===== src/rtl/bias_bank.sv =====
// bias_bank: signed bias storage for a small neural-network datapath.
// After reset the bank sweeps DEFAULT_BIAS into every entry (INIT), then
// serves registered single-cycle reads and accepts a streamed load of new
// words (IDLE). Out-of-range read indices return zero with an error pulse.
//
// Load handshake: ld_ready is high exactly while the bank is in IDLE; a word
// transfers on every rising edge where ld_valid and ld_ready are both high.
// ld_valid may be held high for back-to-back transfers, and ld_data must be
// stable while ld_valid is high. There is no backpressure once IDLE.
module bias_bank #(
   parameter int DATA_W       = 8,
   parameter int DEPTH        = 49,
   parameter int ADDR_W       = 16,
   parameter int IDX_W        = 6,
   parameter int DEFAULT_BIAS = 2
) (
   input  logic              clk,
   input  logic              reset,
   input  logic              rd_en,
   input  logic [ADDR_W-1:0] input_addr,
   output logic [DATA_W-1:0] bias_val,
   output logic              bias_valid,
   output logic              bias_err,
   input  logic              ld_valid,
   input  logic [DATA_W-1:0] ld_data,
   output logic              ld_ready,
   output logic              ld_done,
   output logic              busy
);

   typedef enum logic {
      INIT = 1'b0,
      IDLE = 1'b1
   } state_t;

   localparam logic [IDX_W-1:0]  LAST_IDX = IDX_W'(DEPTH - 1);
   localparam logic [IDX_W:0]    DEPTH_X  = (IDX_W + 1)'(DEPTH);
   localparam logic [DATA_W-1:0] DEF_WORD = DATA_W'(DEFAULT_BIAS);

   // Storage is deliberately not reset; only the INIT sweep initialises it.
   logic [DATA_W-1:0] mem [DEPTH];

   state_t            state;
   state_t            state_nxt;
   logic [IDX_W-1:0]  sweep_ptr;
   logic [IDX_W-1:0]  ld_ptr;
   logic [IDX_W-1:0]  rd_idx;
   logic              rd_in_range;
   logic              rd_fire;
   logic              ld_fire;
   logic              wr_en;
   logic [IDX_W-1:0]  wr_idx;
   logic [DATA_W-1:0] wr_data;
   logic              unused_addr_bits;

   assign rd_idx           = input_addr[ADDR_W-1 -: IDX_W];
   assign rd_in_range      = ({1'b0, rd_idx} < DEPTH_X);
   assign unused_addr_bits = ^input_addr[ADDR_W-IDX_W-1:0];

   assign ld_fire = ld_valid & ld_ready;
   assign rd_fire = rd_en & (state == IDLE);

   // State register; reset always restarts the init sweep.
   always_ff @(posedge clk or negedge reset) begin
      if (!reset) state <= INIT;
      else        state <= state_nxt;
   end

   // Next state and state-decoded outputs (busy, ld_ready).
   always_comb begin
      state_nxt = state;
      busy      = 1'b0;
      ld_ready  = 1'b0;
      case (state)
         INIT: begin
            busy = 1'b1;
            if (sweep_ptr == LAST_IDX) state_nxt = IDLE;
         end
         IDLE: begin
            ld_ready = 1'b1;
         end
         default: state_nxt = INIT;
      endcase
   end

   // Sweep pointer walks 0..DEPTH-1 once per INIT visit, one entry per cycle.
   always_ff @(posedge clk or negedge reset) begin
      if (!reset) begin
         sweep_ptr <= '0;
      end else if (state == INIT) begin
         sweep_ptr <= (sweep_ptr == LAST_IDX) ? '0 : sweep_ptr + 1'b1;
      end
   end

   // Load pointer advances per transfer and wraps after the last entry.
   always_ff @(posedge clk or negedge reset) begin
      if (!reset) begin
         ld_ptr <= '0;
      end else if (ld_fire) begin
         ld_ptr <= (ld_ptr == LAST_IDX) ? '0 : ld_ptr + 1'b1;
      end
   end

   // ld_done pulses in the cycle after the last entry was written.
   always_ff @(posedge clk or negedge reset) begin
      if (!reset) ld_done <= 1'b0;
      else        ld_done <= ld_fire & (ld_ptr == LAST_IDX);
   end

   // Single write port shared by the init sweep and the load stream.
   always_comb begin
      wr_en   = busy | ld_fire;
      wr_idx  = busy ? sweep_ptr : ld_ptr;
      wr_data = busy ? DEF_WORD  : ld_data;
   end

   // Memory write; a same-edge read sees the pre-write contents.
   always_ff @(posedge clk) begin
      if (wr_en) mem[wr_idx] <= wr_data;
   end

   // Registered read; bias_val holds between reads.
   always_ff @(posedge clk or negedge reset) begin
      if (!reset) begin
         bias_val   <= '0;
         bias_valid <= 1'b0;
         bias_err   <= 1'b0;
      end else begin
         bias_valid <= rd_fire;
         bias_err   <= rd_fire & ~rd_in_range;
         if (rd_fire) bias_val <= rd_in_range ? mem[rd_idx] : '0;
      end
   end

endmodule


===== config.mk =====
export PLATFORM = sky130hd
export DESIGN_NAME = bias_bank
export DESIGN_NICKNAME = d
export VERILOG_FILES = /design/src/rtl/bias_bank.sv
export SDC_FILE = /design/constraint.sdc
export NUM_CORES = 1
export LEC_CHECK = 0
export CAP_MARGIN = 10
export CORE_ASPECT_RATIO = 1.25
export CORE_MARGIN = 3
export CORE_UTILIZATION = 45
export CTS_CLUSTER_DIAMETER = 50
export DETAILED_ROUTE_END_ITERATION = 12
export PLACE_DENSITY = 0.7
export SETUP_SLACK_MARGIN = 0.2
export SLEW_MARGIN = 25
export SYNTH_ARGS = -nofsm -noshare
export SYNTH_HDL_FRONTEND = slang
export SYNTH_SLANG_ARGS = --single-unit

===== constraint.sdc =====
create_clock -name clk -period 5.4 [get_ports clk]
set_input_delay 0.81 -clock clk [delete_from_list [all_inputs] [get_ports clk]]
set_output_delay 0.81 -clock clk [all_outputs]
set_load 0.01 [all_outputs]

After elaboration in Yosys (flattened, before gate mapping)
Memories as Yosys holds them, arrays and structs flattened. Index checks and enable logic that the tools add are counted.

Add/subtract/negate cells: 2. Order comparisons: 1. Equality and inequality tests: 2. Multiplexer cells: 11. Bitwise operators: 6.

Operator list (number): 6-bit two-way mux (3); 8-bit two-way mux (2); 6-bit by 1-bit adder with 6-bit output (second input constant) (2); 6-bit == test (second input constant) (2); 6-bit < comparator (second input constant) (1); 1-bit two-way mux (6); 1-bit AND (4); 1-bit inverter (1); 1-bit OR (1).

Register bits after elaboration: 24. Bits in writable memories: 392. Bits of input ports: 28. Output and inout port bits: 13. Word-level logic and storage cells: 30. Memories kept: 1.

Memory list: mem (depth 49, width 8, rd ports 1, clocked after Yosys merged registers in 0, write ports 1, line 41) `logic [DATA_W-1:0] mem [DEPTH];`.

Logic depth before layout (Yosys ltp)
Gate-level depths: netlist (run 1).

Word-level depth: 5. Depth in mapped cells: 9. Mapped depth without buffers: 6.

Worst setup path after synthesis (run 1)
OpenSTA, ideal clock, no wires.

Path type: input -> register. Start point: in ld_valid. End point: mem mem[48][0] (enable). Data arrival time: 1.938 ns. Data required time: 5.017 ns. Path slack: 3.078 ns. Stages on the path: 4. Path through: nand2_1 o22ai_1 nand2_1 nor3_1.

Word-level cells in the longest chain between the ends: 4.

Ends and longest elaborated chain: start: declaration (line 24) `input logic ld_valid,`; 1-bit AND (line 60) `assign ld_fire = ld_valid & ld_ready;`; 1-bit OR (line 112) `wr_en = busy | ld_fire;`; 1-bit two-way mux (line 119) `if (wr_en) mem[wr_idx] <= wr_data;`; 1-bit two-way mux (implied by the code) (line 119); end: declaration (line 41).

No other way between the ends.

Final worst setup path (run 1)
Start point: reg state. End point: out busy.

Word-level cells in the longest chain between the ends: 1.

Ends and longest elaborated chain: start: declaration (line 43) `state_t state;`; start signal: assignment (line 66) `else state <= state_nxt;`; 1-bit two-way mux (line 74) `case (state)`; end: declaration (line 28) `output logic busy`.

No other way between the ends.

==> flow_metrics.env, run 1 <==
export IMPL_report_final_setup_viol=0
export IMPL_totalNegativeSetupSlack_ns=0
export IMPL_drt_first_iter_violations=865
export IMPL_synth_async_reset_ratio=0.0577
export IMPL_synth_seq_cells=416
export IMPL_critical_path_endpoint_type="output pin"
export IMPL_initial_antenna_violation_count=0
export IMPL_min_period_over_period=0.566
export IMPL_static_leakage_power_nw=4.73
export IMPL_cts_repair_timing_setup_buffer_count=0
export IMPL_route_antenna_remaining_nets=0
export IMPL_grt_util_met2=0.313
export IMPL_grt_max_degree=68
export IMPL_grt_pass1_wl_um=53600
export IMPL_post_cts_clock_slew_at_the_launch_and_capture_registers_of_the_worst_setup_and_hold_paths_ns=0.06
export IMPL_pin_count=41
export IMPL_cts_resized_gates=0
export IMPL_antenna_cells=0
export IMPL_final_net_count=982
export IMPL_dpl_hpwl_um=21800
export IMPL_mappedNetlistNets=950
export IMPL_outcome="finished, final reports clean"
export IMPL_achievable_frequency_ghz=0.327
export IMPL_netlist_area_um2=16700
export IMPL_synth_cells=918
export IMPL_drtPass1Iterations=5
export IMPL_die_height_um=221
export IMPL_fin_skew_ns=0.0208
export IMPL_average_size_of_a_mapped_cell_um2=18.2
export IMPL_die_area_um2=39400
export IMPL_core_area_um2=36400
export IMPL_worst_ir_drop_vdd_mv=0.174
export IMPL_synth_warning_count=0
export IMPL_route_detailed_wl_per_inst_um=24.1
export IMPL_grt_pass1_vias=8728
export IMPL_post_route_cells_drive_above_1_share=0.163
export IMPL_timing_hold_ws_ns=0.572
export IMPL_timing_final_hold_violations=0
export IMPL_worst_endpoint_required_ns=4.59
export IMPL_synth_area_leaders="sky130_fd_sc_hd__edfxtp_1 (71%), sky130_fd_sc_hd__mux4_2 (7.7%), sky130_fd_sc_hd__dfrtp_1 (3.6%)"
export IMPL_place_congestion=0.846
export IMPL_yosysMostFrequentCell="sky130_fd_sc_hd__edfxtp_1"
export IMPL_netlist_top_cells_count="sky130_fd_sc_hd__edfxtp_1 (392), sky130_fd_sc_hd__nor2_1 (58), sky130_fd_sc_hd__mux4_2 (57)"
export IMPL_setup_repair_after_global_routing_missed_its_margin="false"
export IMPL_critical_path_max_stage_delay_ns=0.62
export IMPL_cap_violations=0
export IMPL_synth_seq_area_share=0.742
export IMPL_timing_worst_slew_pin_value_ns=1.05
export IMPL_detail_route_drc_violations=0
export IMPL_worst_skew_pair_late_latency_ns=0.54
export IMPL_worst_setup_path_type="flip-flop to output pin"
export IMPL_routed_via_density=5.80
export IMPL_portBuffers=30
export IMPL_rows=78
export IMPL_tritoncts="yes"
export IMPL_timing_max_transition_violations_final=0
export IMPL_global_route_usage_met1=0.234
export IMPL_path_cells="buf_4, inv_1, clkdlybuf4s50_1"
export IMPL_final_period_minus_worst_setup_slack_ns=3.05
export IMPL_cts_inserted_buffers=39
export IMPL_clock_sinks=416
export IMPL_effective_utilization_at_floorplan=0.458
export IMPL_synthDominantAreaCellType="sky130_fd_sc_hd__edfxtp_1"
export IMPL_grtUsageMet3=0.0230
export IMPL_power_density_cell_area_nw_per_um2=342
export IMPL_area_growth_syn_to_layout_pct=11.3
export IMPL_wirelength_um=35200
export IMPL_vias_after_detailed_routing=8473
export IMPL_hold_path_class="flip-flop to flip-flop"
export IMPL_cts_hold_buffers_added=0
export IMPL_grt_most_used_layer="met2"
export IMPL_worstPathMaxFanout=23
export IMPL_cts_root_buffer_cell="sky130_fd_sc_hd__clkbuf_16"
export IMPL_grt_usage=0.180
export IMPL_yosysTopAreaCellShare=0.706
export IMPL_synth_edff_count=392
export IMPL_timing_max_slew_rel_slack=0.302
export IMPL_cts_path_max_buffers=3
export IMPL_synth_cell_types=53
export IMPL_crit_path_start_kind="flip-flop"
export IMPL_cp_slowest_cell="sky130_fd_sc_hd__clkdlybuf4s50_1"
export IMPL_htreeDepth=2
export IMPL_die_x_um=178
export IMPL_global_route_overflow_total=0
export IMPL_synth_top_flop_cell="sky130_fd_sc_hd__edfxtp_1"
export IMPL_timing_critical_path_arrival_ns=2.24
==> routing by layer <==
metal / routed length [µm] / up-vias
met5: 0 / -
met4: 1090 / 0
met3: 1830 / 70
met2: 18400 / 270
met1: 13800 / 4387
li1: - / 3746
==> cell families after synthesis <==
group,share of synthesized area
flip-flops,0.742
AND/OR/NAND/NOR,0.0561
multiplexers,0.125
AO/OA/AOI/OAI,0.0493
buffers and inverters,0.0210
XOR/XNOR,0.00368
adder cells (fa/ha/maj),0.00300
==> registers in the layout, indices dropped and copies added, names as in the netlist <==
signal / flops
bias_val: 8
sweep_ptr: 6
bias_err: 1
ld_done: 1
mem: 392
state: 1
ld_ptr: 6
bias_valid: 1
==> path summary, 6_finish.rpt <==
kind,startpoint,end,slack (ns),cells past startpoint
max in group asynchronous,reset,bias_val[3],4.45,2
worst min register to register,ld_ptr[2],ld_done,0.57,1
worst max-delay path,state,busy,2.35,3
min in group asynchronous,reset,bias_val[5],0.67,2
worst max register to register,state,mem[21][2],2.43,5
worst min-delay path,ld_ptr[2],ld_done,0.57,1
==> report_power, final <==
group / switching, mW / internal [mW] / leakage (nW)
clock: 1.14 / 1.44 / 0.583
combinational: 0.158 / 0.0682 / 1.34
sequential: 0 / 3.53 / 2.80
total: 1.29 / 5.04 / 4.73
==> layout make-up <==
| cell class | count | area (µm²) |
|---|---|---|
| clock buffer | 52 | 1070 |
| multi-input combinational | 444 | 3970 |
| clock inverter | 19 | 121 |
| timing repair buffer | 41 | 388 |
| sequential | 416 | 12400 |
| fill | 2880 | 17900 |
| tap | 480 | 601 |
| inverter | 8 | 30.0 |
==> worst max-delay path, delay by kind of cell (launching register included) <==
| family | cells | cell delay (ns) |
|---|---|---|
| flops | 1 | 0.51 |
| buf+inv | 3 | 1.20 |
==> per-stage QoR <==
| step | util | setup slack [ns] | power, mW | cells | instance area, µm² |
|---|---|---|---|---|---|
| after floorplan | - | 3.08 | 3.75 | 918 | 16700 |
| after global placement | 0.476 | 1.94 | 3.82 | 1388 | 17300 |
| after detailed placement | 0.476 | 1.98 | 3.82 | 1388 | 17300 |
| after CTS | 0.509 | 2.32 | 6.37 | 1459 | 18500 |
| after global routing | 0.509 | 2.21 | 6.52 | 1460 | 18500 |
| final | 0.509 | 2.35 | 6.33 | 1460 | 18500 |
==> cell usage in the layout (no fill, tap or decap), types with 2 or more instances in the layout <==
master,Yosys,routed
sky130_fd_sc_hd__a211oi_1,16,16
sky130_fd_sc_hd__a21oi_1,26,26
sky130_fd_sc_hd__a221oi_1,7,7
sky130_fd_sc_hd__a22o_1,9,9
sky130_fd_sc_hd__a22oi_1,17,17
sky130_fd_sc_hd__a31oi_1,17,17
sky130_fd_sc_hd__a32o_1,3,3
sky130_fd_sc_hd__and2_1,9,2
sky130_fd_sc_hd__and2_2,0,6
sky130_fd_sc_hd__and3_1,2,2
sky130_fd_sc_hd__buf_4,9,13
sky130_fd_sc_hd__clkbuf_1,9,11
sky130_fd_sc_hd__clkbuf_16,0,41
sky130_fd_sc_hd__clkdlybuf4s50_1,0,27
sky130_fd_sc_hd__clkinv_1,0,7
sky130_fd_sc_hd__clkinv_2,0,8
sky130_fd_sc_hd__dfrtp_1,24,24
sky130_fd_sc_hd__edfxtp_1,392,392
sky130_fd_sc_hd__ha_1,4,4
sky130_fd_sc_hd__inv_1,8,8
sky130_fd_sc_hd__mux2_2,19,19
sky130_fd_sc_hd__mux2i_1,42,42
sky130_fd_sc_hd__mux4_1,6,6
sky130_fd_sc_hd__mux4_2,57,57
sky130_fd_sc_hd__nand2_1,40,40
sky130_fd_sc_hd__nand2b_1,5,4
sky130_fd_sc_hd__nand3_1,11,11
sky130_fd_sc_hd__nand4_1,2,2
sky130_fd_sc_hd__nor2_1,58,58
sky130_fd_sc_hd__nor2b_1,25,25
sky130_fd_sc_hd__nor3_1,10,9
sky130_fd_sc_hd__nor4_1,8,8
sky130_fd_sc_hd__o21ai_0,18,18
sky130_fd_sc_hd__o22ai_1,2,2
sky130_fd_sc_hd__o31ai_1,2,2
sky130_fd_sc_hd__o32ai_1,2,2
sky130_fd_sc_hd__or2_2,2,2
sky130_fd_sc_hd__or3_1,3,3
sky130_fd_sc_hd__xnor2_1,6,6
Power figures use the tool's default switching activity.
==> inputs of run 2 (changes only) <==
--- a/config.mk
+++ b/config.mk
@@ -11,7 +11,7 @@
 export CORE_UTILIZATION = 45
 export CTS_CLUSTER_DIAMETER = 50
 export DETAILED_ROUTE_END_ITERATION = 12
-export PLACE_DENSITY = 0.7
+export PLACE_DENSITY = 0.72
 export SETUP_SLACK_MARGIN = 0.2
 export SLEW_MARGIN = 25
 export SYNTH_ARGS = -nofsm -noshare
==> constraint.sdc (replaced) <==
create_clock -name clk -period 2.8 [get_ports clk]
set_input_delay 0.42 -clock clk [delete_from_list [all_inputs] [get_ports clk]]
set_output_delay 0.42 -clock clk [all_outputs]
set_load 0.01 [all_outputs]
==> run 2 against run 1 <==
Compared with the run above:
- cell area grew 3.7%
- count of clock-buffer cells in the layout shrank 9
- routed wire length grew 2.5%
- clock skew is essentially flat
- first-iteration DRC count shrank 10%
- register-to-register slack lost 2.0 ns
- core utilization grew 1.9 points
- setup slack lost 2.0 ns
- largest power group unchanged
- highest routed layer unchanged
==> flow_metrics.env, run 2 (synthesis results as in run 1) <==
export IMPL_worst_ir_drop_vdd_mv=0.434
export IMPL_static_leakage_power_nw=5.18
export IMPL_timing_worst_slew_pin_value_ns=0.959
export IMPL_layout_cells_most_common="sky130_fd_sc_hd__edfxtp_1"
export IMPL_largest_reg_flops=392
export IMPL_htreeDepth=2
export IMPL_clock_sinks=416
export IMPL_vias_after_detailed_routing=8763
export IMPL_timing_critical_path_arrival_ns=1.99
export IMPL_drtPass1Iterations=5
export IMPL_timing_hold_ws_ns=0.273
export IMPL_post_cts_clock_slew_at_the_launch_and_capture_registers_of_the_worst_setup_and_hold_paths_ns=0.06
export IMPL_power_density_cell_area_nw_per_um2=639
export IMPL_cts_repair_timing_setup_buffer_count=0
export IMPL_finish_utilization=0.528
export IMPL_cts_root_buffer_cell="sky130_fd_sc_hd__clkbuf_16"
export IMPL_post_route_cells_drive_above_1_share=0.228
export IMPL_final_net_count=1061
export IMPL_timing_rr_start="state"
export IMPL_tritoncts="yes"
export IMPL_detail_route_drc_violations=0
export IMPL_die_x_um=178
export IMPL_worst_slack_at_placement_ns=0.167
export IMPL_achievable_frequency_ghz=0.416
export IMPL_report_final_setup_viol=0
export IMPL_portBuffers=30
export IMPL_final_period_minus_worst_setup_slack_ns=2.41
export IMPL_layout_top_registers="mem: 392 flops, bias_val: 8 flops"
export IMPL_p_total_mw=12.3
export IMPL_rows=78
export IMPL_worst_setup_path_type="flip-flop to output pin"
export IMPL_critical_path_endpoint_type="output pin"
export IMPL_wirelength_um=36000
export IMPL_most_frequent_cells_in_the_layout="sky130_fd_sc_hd__edfxtp_1 (392), sky130_fd_sc_hd__buf_4 (88), sky130_fd_sc_hd__nor2_1 (58)"
export IMPL_worst_skew_pair_late_latency_ns=0.54
export IMPL_setup_repair_after_global_routing_missed_its_margin="false"
export IMPL_cts_resized_gates=0
export IMPL_finalInstanceArea_um2=19200
export IMPL_final_std_cells_w_o_fill=1536
export IMPL_worst_endpoint_required_ns=2.38
export IMPL_largest_register="mem"
export IMPL_timing_final_hold_violations=0
export IMPL_initial_antenna_violation_count=0
export IMPL_grt_pass1_wl_um=54200
export IMPL_pin_count=41
export IMPL_effective_utilization_at_floorplan=0.458
export IMPL_crit_path_start_kind="flip-flop"
export IMPL_drt_first_iter_violations=778
export IMPL_dp_cells=1470
export IMPL_totalNegativeSetupSlack_ns=0
export IMPL_postPlaceCellArea_um2=18000
export IMPL_area_growth_syn_to_layout_pct=15.4
export IMPL_worstPathMaxFanout=14
export IMPL_cts_path_max_buffers=3
export IMPL_grt_usage=0.185
export IMPL_die_area_um2=39400
export IMPL_grt_pass1_vias=8746
export IMPL_dpl_hpwl_um=23400
export IMPL_cap_violations=0
export IMPL_hold_path_class="input port to async pin"
export IMPL_cp_startpoint="state"
export IMPL_timing_max_slew_rel_slack=0.351
export IMPL_route_antenna_remaining_nets=0
export IMPL_cts_hold_buffers_added=0
export IMPL_outcome="finished, final reports clean"
export IMPL_die_height_um=221
export IMPL_post_route_worst_setup_slack_ns=0.393
export IMPL_core_area_um2=36400
export IMPL_grt_max_degree=50
export IMPL_routed_via_density=5.71
export IMPL_route_detailed_wl_per_inst_um=23.5
export IMPL_fin_skew_ns=0.0206
export IMPL_timing_max_transition_violations_final=0
export IMPL_antenna_cells=0
export IMPL_global_route_overflow_total=0
export IMPL_place_congestion=0.946
export IMPL_cts_inserted_buffers=37
export IMPL_min_period_over_period=0.859
## run 2: cell count changes in the layout (fill, tap and decap cells not counted), sizes merged
cell / previous run / this run
buf: 14 / 95
bufinv: 1 / 3
clkbuf: 52 / 43
clkinvlp: 1 / 2
inv: 9 / 10
## run 2: final timing paths
check                                    end  slack [ns]  cells after the start
worst max-delay path                    busy        0.39                      2
min in group clk                    bias_err        0.38                      3
worst min register to register  sweep_ptr[3]        0.58                      1
max in group asynchronous         bias_valid        2.23                      2
worst min-delay path               ld_ptr[5]        0.27                      2
worst max register to register    mem[19][7]        0.47                      6
## run 2: area by class of cell
| cell class | count | area, µm² |
|---|---|---|
| well taps | 480 | 601 |
| clock buffers | 43 | 1000 |
| repair buffers | 122 | 1070 |
| fillers | 2796 | 17200 |
| flip-flops and latches | 416 | 12400 |
| clock inverters | 23 | 191 |
| inverters | 8 | 30.0 |
| multi-input cells | 444 | 3960 |
## run 2: worst max-delay path, cell delays in order (launching register included)
cell	delay, ns
sky130_fd_sc_hd__dfrtp_1	0.52
sky130_fd_sc_hd__inv_1	0.33
sky130_fd_sc_hd__clkdlybuf4s50_1	0.61
## run 2: power breakdown
part           internal (mW)  switching (mW)
clock network           2.84            2.16
registers               6.80               0
logic                  0.166           0.313
total                   9.81            2.47
## run 2: per-layer routing
metal,global-route usage,vias up,share of wire
li1,-,3906,-
met1,0.237,4435,0.38
met2,0.317,340,0.52
met3,0.0273,82,0.061
met4,0.0733,0,0.041
met5,0,-,0
==> inputs of run 3 (changes only) <==
--- a/config.mk
+++ b/config.mk
@@ -5,13 +5,14 @@
 export SDC_FILE = /design/constraint.sdc
 export NUM_CORES = 1
 export LEC_CHECK = 0
+export ABC_CLOCK_PERIOD_IN_PS = 3000
 export CAP_MARGIN = 10
 export CORE_ASPECT_RATIO = 1.25
 export CORE_MARGIN = 3
 export CORE_UTILIZATION = 45
 export CTS_CLUSTER_DIAMETER = 50
 export DETAILED_ROUTE_END_ITERATION = 12
-export PLACE_DENSITY = 0.72
+export PLACE_DENSITY = 0.7
 export SETUP_SLACK_MARGIN = 0.2
 export SLEW_MARGIN = 25
 export SYNTH_ARGS = -nofsm -noshare
==> constraint.sdc (replaced) <==
create_clock -name clk -period 3 [get_ports clk]
set_input_delay 0.45 -clock clk [delete_from_list [all_inputs] [get_ports clk]]
set_output_delay 0.45 -clock clk [all_outputs]
set_load 0.01 [all_outputs]
==> run 3 against run 2 <==
Compared with the run above:
- total power shrank 7.3%
- non-clock buffer count fell by 1
- count of clock-buffer cells in the layout rose by 11
- largest power group unchanged
- clock power down 8.2%
- die area stayed put
==> flow_metrics.env, run 3 (synthesis results as in run 1) <==
export IMPL_outcome="finished, final reports clean"
export IMPL_cp_slowest_cell="sky130_fd_sc_hd__nand2_1"
export IMPL_cts_hold_buffers_added=0
export IMPL_achievable_frequency_ghz=0.436
export IMPL_internal_power_summed_over_all_cells_mw=9.12
export IMPL_layout_cells_most_common="sky130_fd_sc_hd__edfxtp_1"
export IMPL_timing_max_slew_rel_slack=0.314
export IMPL_rows=78
export IMPL_timing_final_hold_violations=0
export IMPL_grt_pass1_vias=8896
export IMPL_post_cts_clock_slew_at_the_launch_and_capture_registers_of_the_worst_setup_and_hold_paths_ns=0.06
export IMPL_hold_path_class="input port to async pin"
export IMPL_tritoncts="yes"
export IMPL_route_detailed_wl_per_inst_um=23.7
export IMPL_setup_repair_after_global_routing_missed_its_margin="false"
export IMPL_cap_violations=0
export IMPL_cts_inserted_buffers=38
export IMPL_effective_utilization_at_floorplan=0.458
export IMPL_switching_power_mw=2.27
export IMPL_critical_path_endpoint_type="flip-flop"
export IMPL_layout_top_registers="mem: 392 flops, bias_val: 8 flops"
export IMPL_cts_resized_gates=0
export IMPL_post_route_cells_drive_above_1_share=0.220
export IMPL_core_area_um2=36400
export IMPL_global_route_overflow_total=0
export IMPL_wirelength_um=36400
export IMPL_largest_reg_flops=392
export IMPL_timing_max_transition_violations_final=0
export IMPL_cts_path_max_buffers=3
export IMPL_power_clock_fraction=0.403
export IMPL_antenna_cells=0
export IMPL_min_period_over_period=0.765
export IMPL_totalNegativeSetupSlack_ns=0
export IMPL_pwr_share_seq=0.558
export IMPL_die_x_um=178
export IMPL_power_density_cell_area_nw_per_um2=593
export IMPL_cts_repair_timing_setup_buffer_count=0
export IMPL_pin_count=41
export IMPL_worst_ir_drop_vdd_mv=0.292
export IMPL_routed_via_density=5.68
export IMPL_worst_setup_path_type="flip-flop to flip-flop"
export IMPL_finalInstanceArea_um2=19200
export IMPL_drt_first_iter_violations=746
export IMPL_die_height_um=221
export IMPL_route_antenna_remaining_nets=0
export IMPL_critical_path_max_stage_delay_ns=0.48
export IMPL_final_net_count=1061
export IMPL_fin_skew_ns=0.0142
export IMPL_grt_pass1_wl_um=54600
export IMPL_largest_register="mem"
export IMPL_crit_path_start_kind="flip-flop"
export IMPL_final_period_minus_worst_setup_slack_ns=2.29
export IMPL_area_growth_syn_to_layout_pct=15.2
export IMPL_path_cells="buf_4, nand2_1, o22ai_1, nand2_1, nor2_1, buf_4"
export IMPL_vias_after_detailed_routing=8715
export IMPL_portBuffers=30
export IMPL_place_congestion=0.886
export IMPL_report_final_setup_viol=0
export IMPL_dpl_hpwl_um=23800
export IMPL_grt_max_degree=50
export IMPL_worstPathMaxFanout=21
export IMPL_worst_endpoint_required_ns=3.24
export IMPL_timing_hold_ws_ns=0.306
export IMPL_die_area_um2=39400
export IMPL_static_leakage_power_nw=5.16
export IMPL_most_frequent_cells_in_the_layout="sky130_fd_sc_hd__edfxtp_1 (392), sky130_fd_sc_hd__buf_4 (86), sky130_fd_sc_hd__nor2_1 (58)"
export IMPL_grt_usage=0.187
export IMPL_postPlaceCellArea_um2=18000
export IMPL_worst_skew_pair_late_latency_ns=0.54
export IMPL_timing_critical_path_arrival_ns=2.53
export IMPL_netSwitchingFraction=0.199
export IMPL_detail_route_drc_violations=0
export IMPL_drtPass1Iterations=5
export IMPL_comb_power_share=0.039
export IMPL_timing_worst_slew_pin_value_ns=1.03
export IMPL_clock_sinks=416
export IMPL_htreeDepth=2
export IMPL_initial_antenna_violation_count=1
export IMPL_cts_root_buffer_cell="sky130_fd_sc_hd__clkbuf_16"
run 3: layout make-up:
class,instances,area (µm²)
well taps,480,601
inverters,8,30.0
fillers,2854,17200
multi-input cells,444,3960
repair buffers,121,1080
clock buffers,54,1050
flip-flops and latches,416,12400
clock inverters,12,110
run 3: path summary, 6_finish.rpt:
kind | cells after the start | from | slack, ns | end
worst max-delay path | 6 | state | 0.71 | mem[34][3]
worst min-delay path | 2 | reset | 0.31 | ld_done
worst max register to register | 6 | state | 0.71 | mem[34][3]
worst min register to register | 1 | ld_ptr[2] | 0.59 | ld_done
max in group asynchronous | 2 | reset | 2.41 | bias_err
min in group clk | 1 | ld_ptr[2] | 0.59 | ld_done
run 3: power by group through the flow:
stage / Clock [mW] / Sequential, mW / Combinational (mW)
final: 4.59 / 6.35 / 0.448
after global routing: 4.89 / 6.34 / 0.479
after detailed placement: 0 / 6.47 / 0.448
after CTS: 4.66 / 6.35 / 0.450
after global placement: 0 / 6.47 / 0.437
after floorplan: 0 / 6.47 / 0.270
run 3: layer usage:
| metal | global-route usage | wire [µm] | up-vias |
|---|---|---|---|
| met2 | 0.321 | 18900 | 302 |
| li1 | - | - | 3905 |
| met3 | 0.0299 | 2060 | 79 |
| met4 | 0.0796 | 1520 | 2 |
| met1 | 0.235 | 13900 | 4427 |
| met5 | 0 | 14 | - |
run 3: stage by stage:
stage	setup WS, ns	utilization	std cells	power [mW]
after floorplan	0.699	-	918	6.74
after global placement	0.397	0.495	1469	6.91
after detailed placement	0.410	0.495	1469	6.92
after CTS	0.702	0.527	1535	11.5
after global routing	0.586	0.527	1535	11.7
final	0.706	0.527	1535	11.4
run 3: worst max-delay path: cells and delay by family, from the launching register on:
kind / cells / cell delay, ns
buffers and inverters: 2 / 0.46
AOI/OAI and AO/OA: 1 / 0.32
DFF: 1 / 0.38
and+or+nand+nor: 3 / 0.84
==> patch, RTL diff (flow settings as in run 2) <==
Remove the register `bias_err`: a continuous assignment takes its place, so the output `bias_err` follows one clock earlier.
--- a/src/rtl/bias_bank.sv
+++ b/src/rtl/bias_bank.sv
@@ -124,13 +124,13 @@
       if (!reset) begin
          bias_val   <= '0;
          bias_valid <= 1'b0;
-         bias_err   <= 1'b0;
       end else begin
          bias_valid <= rd_fire;
-         bias_err   <= rd_fire & ~rd_in_range;
          if (rd_fire) bias_val <= rd_in_range ? mem[rd_idx] : '0;
       end
    end
 
+   assign bias_err = rd_fire & ~rd_in_range;
+
 endmodule
 
Check against the original RTL: no difference found for any inputs over 10 cycles, from zero or initial values and one cycle with reset low; that may be too few to reach the edited logic, so the function may still have changed.
==> patch against run 2 <==
Setup slack got worse by 0.073 ns; clock power grew 6.4%; first-iteration DRC count rose by 33%; clock skew decreased by 0.0088 ns; routed wire length fell by 1.6%; design area is 0.37% higher; power grew 2.0%; sequential cell count is 1 lower; area after synthesis grew 0.14%; utilization increased by 0.20 points; worst hold slack got worse by 0.0063 ns; critical path type unchanged; critical endpoint is now bias_err.
==> patch: results (changes against run 2) <==
| Metric | Value |
|---|---|
| First DRT Iteration DRCs | `1036 (+33%)` |
| Routed wire length | `35500 µm (-1.6%)` |
| Xor-xnor portion of the synthesized cell area | `0.315% (-0.053 points)` |
| Share of total power in sequential cells | `54.2% (-1.2 points)` |
| Net count after synthesis | `917 (-3.5%)` |
| Number of non-filler instances in the completed layout | `1517 (-1.2%)` |
| Endpoint of the worst setup timing path | `bias_err` |
| Worst Clk Skew | `0.0118 ns (-0.00882 ns)` |
| RR Endpoint | `mem[1][4]` |
| CTS Buf Count | `39 (+5.4%)` |
| Number of antenna violations at the first check in global routing | `1 (+1)` |
| Fraction of layout instances using a drive strength above 1 | `20.6% (-2.3 points)` |
| DP HPWL | `22300 µm (-4.8%)` |
| Via-to-Cell Ratio | `5.73 (+0.43%)` |
| Overall Global Routing Usage | `18.1% (-0.47 points)` |
| Share of the synthesized area in compound gates (AO/OA/AOI/OAI) | `4.45% (-0.49 points)` |
| Largest cells by area after synthesis | `sky130_fd_sc_hd__edfxtp_1 71%, sky130_fd_sc_hd__mux4_2 6.2%, sky130_fd_sc_hd__mux4_1 4.1%, sky130_fd_sc_hd__mux2i_1 3.5%, sky130_fd_sc_hd__dfrtp_1 3.4%` |
| Highest clock frequency the design can meet | `0.403 GHz (-3.0%)` |
| Share of synthesized registers carrying an async set or reset | `5.54% (-0.23 points)` |
| Delay of the slowest cell on the worst path | `0.56 ns (-0.05 ns)` |
| Share of cell area taken by muxes after synthesis | `14.0% (+1.5 points)` |
| Status | `complete, no violations` |
| FF-to-FF setup slack | `0.56 ns (+0.09 ns)` |
| Switching power summed over all nets | `2.45 mW (-0.94%)` |
| Placed Cells | `1446 (-1.6%)` |
| Cell area after placement | `18000 µm² (-0.15%)` |
| Final nets | `1039 (-2.1%)` |
| Power Clock | `5.32 mW (+6.4%)` |
| Per-instance average area after synthesis | `18.9 µm² (+3.9%)` |
| Post-synthesis sequential area ratio | `74.0% (-0.25 points)` |
| Placement Setup Slack | `0.255 ns (+0.0886 ns)` |
| First-pass GRT wire length | `53400 µm (-1.4%)` |
| Internal power | `10.1 mW (+2.7%)` |
| Worst r2r path cells | `4 (-2)` |
| Number of distinct library cells after synthesis | `47 (-11%)` |
| Arrival time of the worst setup path | `2.06 ns (+0.07 ns)` |
| Cell leakage power | `5.24 nW (+1.3%)` |
| Leading cell types by count after synthesis | `392 x sky130_fd_sc_hd__edfxtp_1, 65 x sky130_fd_sc_hd__nor2_1, 58 x sky130_fd_sc_hd__mux2i_1` |
| Worst-Margin Slew | `0.624 ns (-0.336 ns)` |
| Number of global-route vias before repair | `8682 (-0.73%)` |
| Maximum fanout along the worst path | `16 (+2)` |
patch: cell types whose count changed after synthesis, sizes merged, moves of 7 or more:
| cell | change |
|---|---|
| nor2b | -18 |
| a31oi | -17 |
| o22ai | +17 |
| mux2 | -16 |
| mux2i | +16 |
| a211oi | -10 |
| mux4 | +9 |
| buf | -8 |
| o21ai | -8 |
| o21bai | +8 |
| and3 | +7 |
| nor2 | +7 |
patch: timing repair:
| action | CTS | global route |
|---|---|---|
| resized for setup | 1 | 1 |
| pin swaps | 0 | 0 |
| hold endpoints to repair | 0 | 0 |
| setup endpoints to repair | 1 | 1 |
patch: layer usage:
metal  global-route usage [%]  wire length, µm  up-vias
met5                        0                0        -
met4                     6.59             1190        0
met3                     2.87             2440       77
met2                     29.3            17700      336
met1                     24.8            14100     4448
li1                         -                -     3831
patch: cell type report:
class,instances,area (µm²),share of cell area (%)
flip-flops and latches,415,12300,64.0
multi-input cells,414,3940,20.4
repair buffers,128,1090,5.66
clock buffers,49,1060,5.47
well taps,480,601,3.11
clock inverters,21,229,1.19
inverters,9,33.8,0.175
diodes,1,2.50,0.0130
patch: worst min path at each step:
stage                           start          end  slack, ns
final                           reset      ld_done       0.27
after global placement    bias_val[4]  bias_val[4]       0.51
after global routing            reset    ld_ptr[0]       0.28
after CTS                       reset      ld_done       0.26
after detailed placement  bias_val[4]  bias_val[4]       0.51
after floorplan                 reset  bias_val[0]       0.12
patch: worst reg2reg max path, stage by stage, from the launching register on:
cell	delay (ns)
sky130_fd_sc_hd__dfrtp_2	0.50
sky130_fd_sc_hd__o21ai_0	0.48
sky130_fd_sc_hd__nand2_1	0.46
sky130_fd_sc_hd__nor2_1	0.28
sky130_fd_sc_hd__buf_4	0.21
